--- src/rtl/core_defines.sv ---
// Core-wide constants plus the fetch FSM encoding and buffer entry layout.
// Pure declarations: no timing or flow control of its own.
package core_defines;

    localparam int XLEN = 32;

    typedef enum logic [1:0] {
        ST_IDLE = 2'd0,
        ST_REQ  = 2'd1,
        ST_WAIT = 2'd2
    } fetch_state_e;

    typedef struct packed {
        logic [XLEN-1:0] pc;
        logic [XLEN-1:0] instr;
    } fetch_entry_t;

endpackage

--- src/rtl/ifetch_fifo.sv ---
// Instruction buffer FIFO; head is visible the cycle after a push, pop and push may share a cycle.
// Pushes into a full FIFO without a same-cycle pop are dropped; flush empties it and wins over push/pop.
module ifetch_fifo #(
    parameter int  DEPTH = 2,
    parameter int  WIDTH = 64,
    localparam int AW    = $clog2(DEPTH),
    localparam int CW    = AW + 1
) (
    input  logic             clk,
    input  logic             rst,
    input  logic             push_i,
    input  logic [WIDTH-1:0] push_dat_i,
    input  logic             pop_i,
    input  logic             flush_i,
    output logic [WIDTH-1:0] head_dat_o,
    output logic [CW-1:0]    count_o
);

    logic [WIDTH-1:0] mem_q [DEPTH];
    logic [AW-1:0]    rd_ptr_q;
    logic [AW-1:0]    wr_ptr_q;
    logic [CW-1:0]    count_q;
    logic             do_push;
    logic             do_pop;

    assign do_pop  = pop_i && (count_q != '0);
    assign do_push = push_i && ((count_q != CW'(DEPTH)) || do_pop);

    always_ff @(posedge clk or negedge rst) begin
        if (!rst) begin
            rd_ptr_q <= '0;
            wr_ptr_q <= '0;
            count_q  <= '0;
        end else if (flush_i) begin
            rd_ptr_q <= '0;
            wr_ptr_q <= '0;
            count_q  <= '0;
        end else begin
            if (do_push) wr_ptr_q <= wr_ptr_q + AW'(1);
            if (do_pop)  rd_ptr_q <= rd_ptr_q + AW'(1);
            count_q <= count_q + CW'(do_push) - CW'(do_pop);
        end
    end

    // Storage is not reset; readers qualify the head with a non-zero count.
    always_ff @(posedge clk) begin
        if (do_push && !flush_i) mem_q[wr_ptr_q] <= push_dat_i;
    end

    assign head_dat_o = mem_q[rd_ptr_q];
    assign count_o    = count_q;

endmodule

--- src/rtl/ifetch_unit.sv ---
// Instruction fetch: one outstanding memory request, responses buffered toward decode; head visible one cycle after the response.
// Requests stop once buffered plus outstanding reaches BUF_DEPTH; a redirect flushes and discards any in-flight response.
module ifetch_unit
    import core_defines::*;
#(
    parameter logic [XLEN-1:0] RESET_PC  = 32'h0000_0000,
    parameter int              BUF_DEPTH = 2
) (
    input  logic            clk,
    input  logic            rst,
    output logic [XLEN-1:0] instr_addr_out,
    output logic            instr_addr_valid_out,
    input  logic            instr_ready_in,
    input  logic            instr_valid_in,
    input  logic [XLEN-1:0] instr_in,
    input  logic            redirect_valid_in,
    input  logic [XLEN-1:0] redirect_pc_in,
    output logic            fetch_valid_out,
    input  logic            fetch_ready_in,
    output logic [XLEN-1:0] fetch_instr_out,
    output logic [XLEN-1:0] fetch_pc_out
);

    localparam int CW = $clog2(BUF_DEPTH) + 1;

    fetch_state_e    state_q, state_d;
    logic [XLEN-1:0] pc_q, pc_d;
    logic [XLEN-1:0] req_pc_q, req_pc_d;
    logic            discard_q, discard_d;

    logic            push;
    logic            pop;
    logic [CW-1:0]   count;
    logic [CW-1:0]   count_after_push;
    fetch_entry_t    push_entry;
    fetch_entry_t    head_entry;

    assign pop              = fetch_valid_out && fetch_ready_in;
    assign count_after_push = count + CW'(1) - CW'(pop);
    assign push_entry       = '{pc: req_pc_q, instr: instr_in};

    always_comb begin
        state_d   = state_q;
        pc_d      = pc_q;
        req_pc_d  = req_pc_q;
        discard_d = discard_q;
        push      = 1'b0;
        case (state_q)
            ST_IDLE: begin
                if (count < CW'(BUF_DEPTH)) state_d = ST_REQ;
            end
            ST_REQ: begin
                // A redirect never withdraws a request the memory is taking this cycle.
                if (instr_ready_in) begin
                    state_d   = ST_WAIT;
                    req_pc_d  = pc_q;
                    discard_d = redirect_valid_in;
                end
            end
            ST_WAIT: begin
                if (instr_valid_in) begin
                    discard_d = 1'b0;
                    if (discard_q || redirect_valid_in) begin
                        state_d = ST_REQ;
                    end else begin
                        push    = 1'b1;
                        pc_d    = req_pc_q + XLEN'(4);
                        state_d = (count_after_push < CW'(BUF_DEPTH)) ? ST_REQ : ST_IDLE;
                    end
                end else if (redirect_valid_in) begin
                    discard_d = 1'b1;
                end
            end
            default: state_d = ST_IDLE;
        endcase
        if (redirect_valid_in) pc_d = redirect_pc_in;
    end

    always_ff @(posedge clk or negedge rst) begin
        if (!rst) begin
            state_q   <= ST_IDLE;
            pc_q      <= RESET_PC;
            req_pc_q  <= '0;
            discard_q <= 1'b0;
        end else begin
            state_q   <= state_d;
            pc_q      <= pc_d;
            req_pc_q  <= req_pc_d;
            discard_q <= discard_d;
        end
    end

    ifetch_fifo #(
        .DEPTH (BUF_DEPTH),
        .WIDTH ($bits(fetch_entry_t))
    ) u_buf (
        .clk        (clk),
        .rst        (rst),
        .push_i     (push),
        .push_dat_i (push_entry),
        .pop_i      (pop),
        .flush_i    (redirect_valid_in),
        .head_dat_o (head_entry),
        .count_o    (count)
    );

    assign instr_addr_valid_out = (state_q == ST_REQ);
    assign instr_addr_out       = instr_addr_valid_out ? pc_q : '0;
    assign fetch_valid_out      = (count != '0);
    assign fetch_instr_out      = fetch_valid_out ? head_entry.instr : '0;
    assign fetch_pc_out         = fetch_valid_out ? head_entry.pc : '0;

endmodule
--- config.mk ---
export PLATFORM = sky130hd
export DESIGN_NAME = ifetch_unit
export DESIGN_NICKNAME = d
export VERILOG_FILES = /design/src/rtl/core_defines.sv /design/src/rtl/ifetch_fifo.sv /design/src/rtl/ifetch_unit.sv
export SDC_FILE = /design/constraint.sdc
export NUM_CORES = 1
export LEC_CHECK = 0
export CAP_MARGIN = 5
export CORE_UTILIZATION = 40
export DETAILED_ROUTE_END_ITERATION = 10
export DONT_BUFFER_PORTS = 1
export PLACE_DENSITY_LB_ADDON = 0.25
export SYNTH_ARGS = -nofsm -noshare
export SYNTH_HDL_FRONTEND = slang
export SYNTH_HIERARCHICAL = 1
export SYNTH_SLANG_ARGS = --single-unit
--- constraint.sdc ---
create_clock -name clk -period 7.3 [get_ports clk]
set_input_delay 1.095 -clock clk [delete_from_list [all_inputs] [get_ports clk]]
set_output_delay 1.095 -clock clk [all_outputs]
set_load 0.05 [all_outputs]
==> flow_summary_export.csv <==
group,metric,value,unit
finish,drive_above_1_share,14.8,%
synth,syn-num-nets,686,
die,fp.dieW,149,um
finish,multiInputGateArea,2910,um^2
synth,yosysTopAreaCell,"edfxtp_1",
synth,syn-cell-area,8690,um^2
timing,rsz0062_at_grt,"no",
synth,synth.mux.area_fraction,12.7,%
power_and_ir_drop,peakVddDrop,188,uV
global_route,grt-ovfl-total,0,
worst_setup_path,endpoint_kind,"primary output",
global_route,grt_util_met1,22.5,%
global_route,grt_pass1_wl,27.3,mm
routing,first_pass_iters,5,
worst_setup_path,timing.critical_path.required,6200,ps
synth,synthSimpleGateAreaFrac,11.8,%
synth,yosysUniqueCellTypes,44,
placement,port_buffers,0,
synth,synth-xor-area-share,2.82,%
finish,syn_to_final_growth,9.56,%
timing,maxSlewViolCount,0,
global_route,grt.met2_usage,25.3,%
job,maxCapViolCount,0,
worst_setup_path,cp-start-kind,"flip-flop",
power_and_ir_drop,p_leak,0.00347,uW
timing,skew,11.4,ps
worst_hold_path,hp-class,"in2async",
routing,drt_wl_total,18.2,mm
clocking,clk_pin_slew,80,ps
routing,drt_iter0_drc,274,
finish,ff_latch_area,5620,um^2
finish,diodes,0,
routing,ant_nets,0,
clocking,ctsResizeCount,0,
routing,viasPerCell,5.32,
run_status,status,"complete, no violations",
synth,syn_inst,613,
clocking,post-cts-setup-buffer-count,0,
routing,route.detailed.drc,0,
synth,synth-edff-count,128,
clocking,cts_max_level,4,
synth,synthTopCellsByArea,"edfxtp_1 44%, dfrtp_1 20%, mux2_1 7.1%",
worst_setup_path,critPathMaxFanout,33,
global_route,antenna_found_initial,1,
synth,async_reset_ff_share,35.7,%
global_route,grt_start_max_net_pins,72,
synth,yosysWarnings,6,
timing,slew_headroom,34.3,%
synth,synth_ff_type,"edfxtp_1",
power_and_ir_drop,power.density,336,nW/um^2
worst_setup_path,crit_type,"reg2out",
clocking,clk_latency,430,ps
timing,post-route-min-period,3770,ps
finish,fin_nets,680,
die,fp.dieH,149,um
die,pin_count,168,
synth,synth.avg_cell_area,14.2,um^2
timing,fin_crit_sh,51.7,%
global_route,busiest_layer,"met2",
placement,place_hpwl,11.6,mm
die,initial_core_util,41.1,%
global_route,groute.usage.overall,16.7,%
placement,gp_congestion,0.768,
clocking,cts.sinks,199,
timing,tns,0,ps
clocking,root_buffer,"clkbuf_16",
synth,synth_fa_ha_area_share,0.432,%
synth,synth-compound-area-share,5.38,%
clocking,cts.path.max_buffers,2,
routing,avgRoutedWirePerCell,20.4,um
die,rows,53,
timing,worst_pin_slew,986,ps
routing,dr_total_vias,4761,
timing,hold_viol_final,0,
placement,place_inst,863,
global_route,met3_usage,5.54,%
die,coreArea,21200,um^2
clocking,cts_made_buffers,17,
synth,yosys.area.top_type_share,44.2,%
clocking,ctsHoldBuffers,0,
finish,final_cells,895,
timing,setup_viol,0,
global_route,grt_pass1_vias,4619,
synth,yosysSeqAreaShare,64.7,%
worst_setup_path,critPathArrivalTime,2680,ps
synth,synth_top_family_by_area,"multiplexers",
timing,max_freq,0.265,GHz
die,die_area,22300,um^2
finish,nFillCells,1870,
clocking,tritoncts,"yes",
synth,ys_ff_latch,199,
[report_power, final]
group | internal, uW | switching [uW]
clock | 480 | 426
combinational | 213 | 491
sequential | 1390 | 196
total | 2080 | 1110
[layer usage]
layer	up-vias	part of all wire (%)
li1	2207	-
met3	15	8.5
met4	2	0.98
met5	-	0.093
met1	2382	44
met2	155	46
[registers in the layout, indices dropped and copies added, names as in the netlist]
register        count
discard_q           1
pc_q               32
req_pc_q           32
state_q             2
u_buf/count_o       2
u_buf/mem_q       128
u_buf/rd_ptr_q      1
u_buf/wr_ptr_q      1
[through the flow]
| stage | utilization (%) | total power (uW) | worst slack (ps) | area (um^2) | hold WS (ps) |
|---|---|---|---|---|---|
| after detailed placement | 42.3 | 2320 | 3600 | 8950 | 499 |
| after floorplan | - | 2160 | 57.3 | 8690 | 459 |
| after global routing | 45.0 | 3330 | 3390 | 9520 | 325 |
| final | 45.0 | 3200 | 3530 | 9520 | 351 |
| after global placement | 42.3 | 2300 | 3690 | 8950 | 489 |
| after CTS | 45.0 | 3220 | 3480 | 9520 | 330 |
[kinds of logic (layout without fill, tap and decap cells)]
kind of cell,count (synthesis),in the layout
buffers and inverters,40,47
AO/OA/AOI/OAI,72,72
multiplexers,98,98
adder cells (fa/ha/maj),3,3
flip-flops,199,199
AND/OR/NAND/NOR,173,173
XOR/XNOR,28,28
[layout by cell type, fill, tap and decap left out, types with 2 or more instances in the layout]
cell type,synthesis,routed
edfxtp_1,128,128
and2_1,95,95
dfrtp_1,71,70
mux2_1,55,55
mux2_2,39,39
o21ai_0,32,32
a22oi_1,24,24
nor2_1,18,17
xor2_1,17,17
clkbuf_16,0,17
nand2_1,16,15
nand3_1,12,12
xnor2_1,11,11
inv_1,9,9
a21oi_1,7,7
nand4_1,6,6
buf_4,0,5
nor2b_1,5,4
clkinv_4,0,4
inv_8,0,4
nand4_2,3,3
nor3_2,2,3
mux2i_1,3,3
a222oi_1,3,3
and3_1,3,3
ha_1,3,3
nand2b_1,2,2
clkinvlp_4,0,2
[synth_stat cells (3+ instances only)]
cell type / count
buf_2: 4
ha_1: 3
o21ai_0: 32
mux2_2: 39
nand4_1: 6
a21oi_1: 7
edfxtp_1: 128
and2_1: 95
mux2_1: 55
buf_6: 5
nand4_2: 3
a22oi_1: 24
mux2i_1: 3
nand3_1: 12
inv_1: 9
nor2_1: 18
clkbuf_1: 20
dfrtp_1: 71
and3_1: 3
a222oi_1: 3
xnor2_1: 11
xor2_1: 17
nand2_1: 16
nor2b_1: 5
[cell type report]
cell class | count | area share, %
repair buffers | 5 | 0.394
multi-input cells | 374 | 30.5
flip-flops and latches | 199 | 59.1
clock buffers | 17 | 4.47
clock inverters | 15 | 1.55
well taps | 275 | 3.61
inverters | 10 | 0.394
[worst paths after layout]
path	to	slack, ps	startpoint	cells after the start
hold / removal	pc_q[6]	350	rst	0
hold reg to reg	pc_q[3]	510	pc_q[3]	2
setup reg to reg	u_buf/mem_q[1][17]	4240	state_q[0]	6
max in group asynchronous	u_buf/rd_ptr_q	6820	rst	0
min in group clk	pc_q[3]	510	pc_q[3]	2
setup / recovery	instr_addr_out[1]	3530	state_q[1]	3
[worst max-delay path, cell delays in order, from the launching register on]
cell and delay (ps):
dfrtp_1 460, nor2b_4 790, inv_1 230, nor2_1 760
(Power assumes the default switching activity.)
==> RTL change 1 (same settings) <==
Change the parameter `BUF_DEPTH` from 2 to 4.
--- a/src/rtl/ifetch_unit.sv
+++ b/src/rtl/ifetch_unit.sv
@@ -6,3 +6,3 @@
     parameter logic [XLEN-1:0] RESET_PC  = 32'h0000_0000,
-    parameter int              BUF_DEPTH = 2
+    parameter int              BUF_DEPTH = 4
 ) (
Check against the original RTL: not equivalent (a bounded check fails within 10 cycles, from zero or initial values and one cycle with rst low).
==> RTL change 1 against the original RTL <==
First-iteration DRC count up 120%; synthesized area up 57%; die area increased by 56%; routed wire length is 63% higher; hold slack worse by 0.068 ns; sequential cell count is 131 higher; design area grew 59%; non-clock buffer count decreased by 2; via count up 47%; worst setup slack got worse by 0.34 ns; total power rose by 54%; critical endpoint is now fetch_instr_out[20]; global-route usage up 0.65 points; synthesized cell count is 29% higher.
==> RTL change 1: results (changes against the original RTL) <==
Synth
By area the synthesized netlist is led by sky130_fd_sc_hd__edfxtp_1, sky130_fd_sc_hd__dfrtp_1, sky130_fd_sc_hd__mux4_2, sky130_fd_sc_hd__and2_1, sky130_fd_sc_hd__mux2_2. Sorting the synthesized cells by how often they occur yields sky130_fd_sc_hd__edfxtp_1, sky130_fd_sc_hd__and2_1, sky130_fd_sc_hd__dfrtp_1, sky130_fd_sc_hd__mux4_2, sky130_fd_sc_hd__mux2_2. The mean area per synthesized cell was 17.3 sq um (+22%). The number of synthesized flops with an enable pin is 256 (+100%).

The share of the yosys chip area belonging to registers is 0.698 (+0.0513). The number of distinct library cells after synthesis is 54 (+23%). The async set or reset register ratio after synthesis is 0.224 (-0.133).

STA
The worst clock skew on the final layout is 0.0163 ns (+0.00484 ns). The worst max-slew margin expressed relative to the limit is 0.289 (-0.0533).

Clock tree
The number of buffers between clock root and the deepest sink is 3 (+1). The clock-pin slew on the worst setup and hold paths was 0.06 ns (-0.02 ns). The number of buffers inserted during clock tree synthesis is 34 (+17).

Placement
The final weighted congestion in routability-driven placement is 0.780 (+1.4%). The worst slack at placement was 3.00 ns (-0.603 ns). The half-perimeter wire length after placement is 18500 um (+59%). The total placed cells including tap cells was 1199 (+39%).

Final layout
The largest registers in the layout are u_buf/mem_q x256, pc_q x32, req_pc_q x32. The layout filler cell count came to 2915 (+56%). The count of nets after finishing is 864 (+27%). The share of layout cells above drive strength 1 is 0.199 (+0.0509).

Global routing
The largest net degree at the start of global routing is 75 (+4.2%). The via count of the first global-routing pass is 7045 (+53%). The first-pass GRT wire length is 45600 um (+67%).

Detailed routing
The routed wirelength normalized by instance count came to 23.7 um (+16%). The number of DRC markers after the initial detailed-route iteration is 597 (+120%). The sum of routed wire length over all layers is 29800 um (+63%).

Power and ir drop
The leakage power figure is 4.97 nW (+43%).

Worst setup path
The largest stage delay on the critical path is 0.94 ns (+0.15 ns). The largest fanout of any net on the critical path was 38 (+15%). The largest individual stage delay along the critical path comes from the cell sky130_fd_sc_hd__dfrtp_4.

The worst path arrival time is 3.02 ns (+0.34 ns).

Status
The flow ran to the end, and the final reports show no timing, DRC or antenna violations.
==> RTL change 1: cell count changes after synthesis, moves of 10 or more <==
| cell | before | now |
|---|---|---|
| sky130_fd_sc_hd__mux4_2 | 0 | 64 |
| sky130_fd_sc_hd__or4_1 | 1 | 11 |
| sky130_fd_sc_hd__mux2_1 | 55 | 1 |
| sky130_fd_sc_hd__o21ai_0 | 32 | 16 |
| sky130_fd_sc_hd__nand3_1 | 12 | 27 |
| sky130_fd_sc_hd__edfxtp_1 | 128 | 256 |
==> RTL change 1: per-layer routing <==
layer	global-route usage	up-vias	share of wire
met5	0	-	0
met2	0.258	247	0.45
met4	0.0426	0	0.015
li1	-	3105	-
met1	0.253	3600	0.46
met3	0.0456	34	0.075
==> RTL change 1: path summary, 6_finish.rpt <==
kind                                        to               from  cells after the start  slack (ns)
setup / recovery           fetch_instr_out[20]  u_buf/rd_ptr_q[0]                      3        3.19
hold / removal                     req_pc_q[4]                rst                      0        0.28
setup reg to reg             u_buf/mem_q[2][7]          discard_q                      5        3.64
hold reg to reg                        pc_q[3]            pc_q[3]                      2        0.51
max in group asynchronous    u_buf/rd_ptr_q[1]                rst                      0        6.85
min in group clk                       pc_q[3]            pc_q[3]                      2        0.51
==> RTL change 1: logic make-up (layout without fill, tap and decap cells) <==
logic type	count (synthesis)	in the layout	share of synthesized area
buffers and inverters	50	68	0.0185
flip-flops	330	330	0.698
AO/OA/AOI/OAI	73	73	0.0374
AND/OR/NAND/NOR	214	214	0.0941
adder cells (fa/ha/maj)	7	7	0.00696
multiplexers	99	99	0.134
other	0	1	0
XOR/XNOR	17	17	0.0109
==> RTL change 1: cell type report <==
cell class,instances,area [sq um],area share
tap,448,561,0.0371
timing repair buffer,3,22.5,0.00149
multi-input combinational,410,3890,0.258
clock buffer,43,916,0.0607
sequential,330,9550,0.633
inverter,8,30.0,0.00199
clock inverter,14,121,0.00804
antenna,1,2.50,0.000166
==> RTL change 1: report_power, final <==
part / internal, mW / switching [mW] / leakage [nW]
clock: 0.956 / 0.674 / 0.511
combinational: 0.213 / 0.507 / 1.26
sequential: 2.27 / 0.301 / 3.21
total: 3.43 / 1.48 / 4.97
==> RTL change 1: through the flow <==
step | cell area (sq um) | power (mW)
finish | 15100 | 4.92
global route | 15100 | 5.12
CTS | 15100 | 4.97
detailed placement | 14100 | 3.33
global placement | 14100 | 3.31
floorplan | 13700 | 3.10
==> RTL change 1: worst max-delay path: cells and delay by family, from the launching register on <==
kind          cells  cell delay, ns
simple gates      1            0.33
flops             1            0.94
buf+inv           1            0.62
mux               1            0.60
==> RTL change 2 (config.mk and constraints unchanged) <==
Without the edit above. Reset style: synchronous (`rst`), changed in 2 clocked blocks.
--- a/src/rtl/ifetch_fifo.sv
+++ b/src/rtl/ifetch_fifo.sv
@@ -28,3 +28,3 @@
 
-    always_ff @(posedge clk or negedge rst) begin
+    always_ff @(posedge clk) begin
         if (!rst) begin
--- a/src/rtl/ifetch_unit.sv
+++ b/src/rtl/ifetch_unit.sv
@@ -78,3 +78,3 @@
 
-    always_ff @(posedge clk or negedge rst) begin
+    always_ff @(posedge clk) begin
         if (!rst) begin
Behaviour: differs if rst is asserted again (counterexample within 4 cycles, from zero or initial values and one cycle with rst low); with rst held inactive, the same outputs for 4 cycles.
==> RTL change 2 against the original RTL <==
The run now ends with DRC left; sequential cell count grew 1; clock skew grew 0.0010 ns; design area grew 3.1%; synthesized area grew 4.1%; non-clock buffer count grew 5; worst setup slack gained 0.19 ns; register-to-register slack gained 0.41 ns; routed wire length grew 10%; critical path type unchanged.
Power is not compared: it rests on default switching activity, and its combinational part moved more than twofold at a synthesized area within 25%.
==> RTL change 2: results (changes against the original RTL) <==
Global routing
The global-route track usage on met3 was 0.0529 (-0.00245). The combined global-route utilization of all metal layers is 0.177 (+0.00988). The met1 demand-to-capacity share in global routing came to 0.223 (-0.00200).

Detailed routing
The final routed DRC violation total is 13 (+13). The sum of routed wire length over all layers was 20100 um (+10%). The count of vias placed by the detailed router came to 5550 (+17%). The wire length on met3 is 1600 um (+3.4%). The wire length the detailed router placed on met1 is 8760 um (+8.2%).

Final layout
The final instance count without filler cells came to 1033 (+15%). The layout filler cell count is 2022 (+8.1%). The non-clock inverter count in the final layout is 9 (-1).

The count of nets after finishing is 813 (+20%). The final-layout non-clock buffer area share is 0.00765 (+0.00371). The share of layout cells above drive strength 1 is 0.163 (+0.0150).

The clock buffer and inverter area fraction after layout was 0.0579 (-0.00232). The layout buffer count excluding clock buffers is 10 (+5). The total area of multi-input combinational cells is 3500 sq um (+20%). The number of clock buffer instances in the layout was 21 (+4). The final standard cell area without fillers is 9820 sq um (+3.1%).

Synth
The number of distinct library cells after synthesis was 50 (+14%). The post-synthesis xor/xnor area fraction came to 0.0300 (+0.00178). The area fraction in compound gates after synthesis was 0.0662 (+0.0124).

The post-synthesis mux area share came to 0.106 (-0.0214). The number of nets produced by synthesis is 831 (+21%). The share of the yosys chip area belonging to registers is 0.584 (-0.0628). The synthesized instance count is 758 (+24%).

Worst setup path
The cell family contributing the most delay on the critical path is buffers and inverters. The largest stage delay on the critical path came to 0.68 ns (-0.11 ns). The launch point of the worst reg-to-reg path is u_buf/count_o[0]. Following the worst setup path forward leads to its endpoint at fetch_instr_out[13]. The largest fanout of any net on the critical path is 41 (+24%). The endpoint identified for the worst register-to-register timing path is u_buf/mem_q[0][12]. The worst path arrival time is 2.48 ns (-0.20 ns). The slowest stage of the critical path belongs to the cell sky130_fd_sc_hd__buf_4.

STA
The transition time at the pin with the least slew margin is 1.06 ns (+0.0719 ns). The worst clock skew on the final layout is 0.0124 ns (+0.000998 ns).

Status
The checks that failed: DRC. The run finished, with violations left.

Placement
The half-perimeter wire length after placement is 13200 um (+14%). The total placed cells including tap cells is 1001 (+16%).

Clock tree
The clock-pin slew on the worst setup and hold paths came to 0.06 ns (-0.02 ns).
-- RTL change 2: cell types whose count changed in the layout (fill, tap and decap cells not counted), moves of 15 or more --
cell / before / now
sky130_fd_sc_hd__nand2_1: 15 / 106
sky130_fd_sc_hd__dfxtp_1: 0 / 71
sky130_fd_sc_hd__dfrtp_1: 70 / 0
sky130_fd_sc_hd__a21oi_1: 7 / 71
sky130_fd_sc_hd__mux2_4: 1 / 60
sky130_fd_sc_hd__mux2_1: 55 / 0
sky130_fd_sc_hd__mux2_2: 39 / 4
sky130_fd_sc_hd__o21ai_0: 32 / 2
sky130_fd_sc_hd__a22oi_1: 24 / 0
sky130_fd_sc_hd__o22ai_1: 1 / 18
sky130_fd_sc_hd__xnor2_1: 11 / 27
sky130_fd_sc_hd__nor2_1: 17 / 32
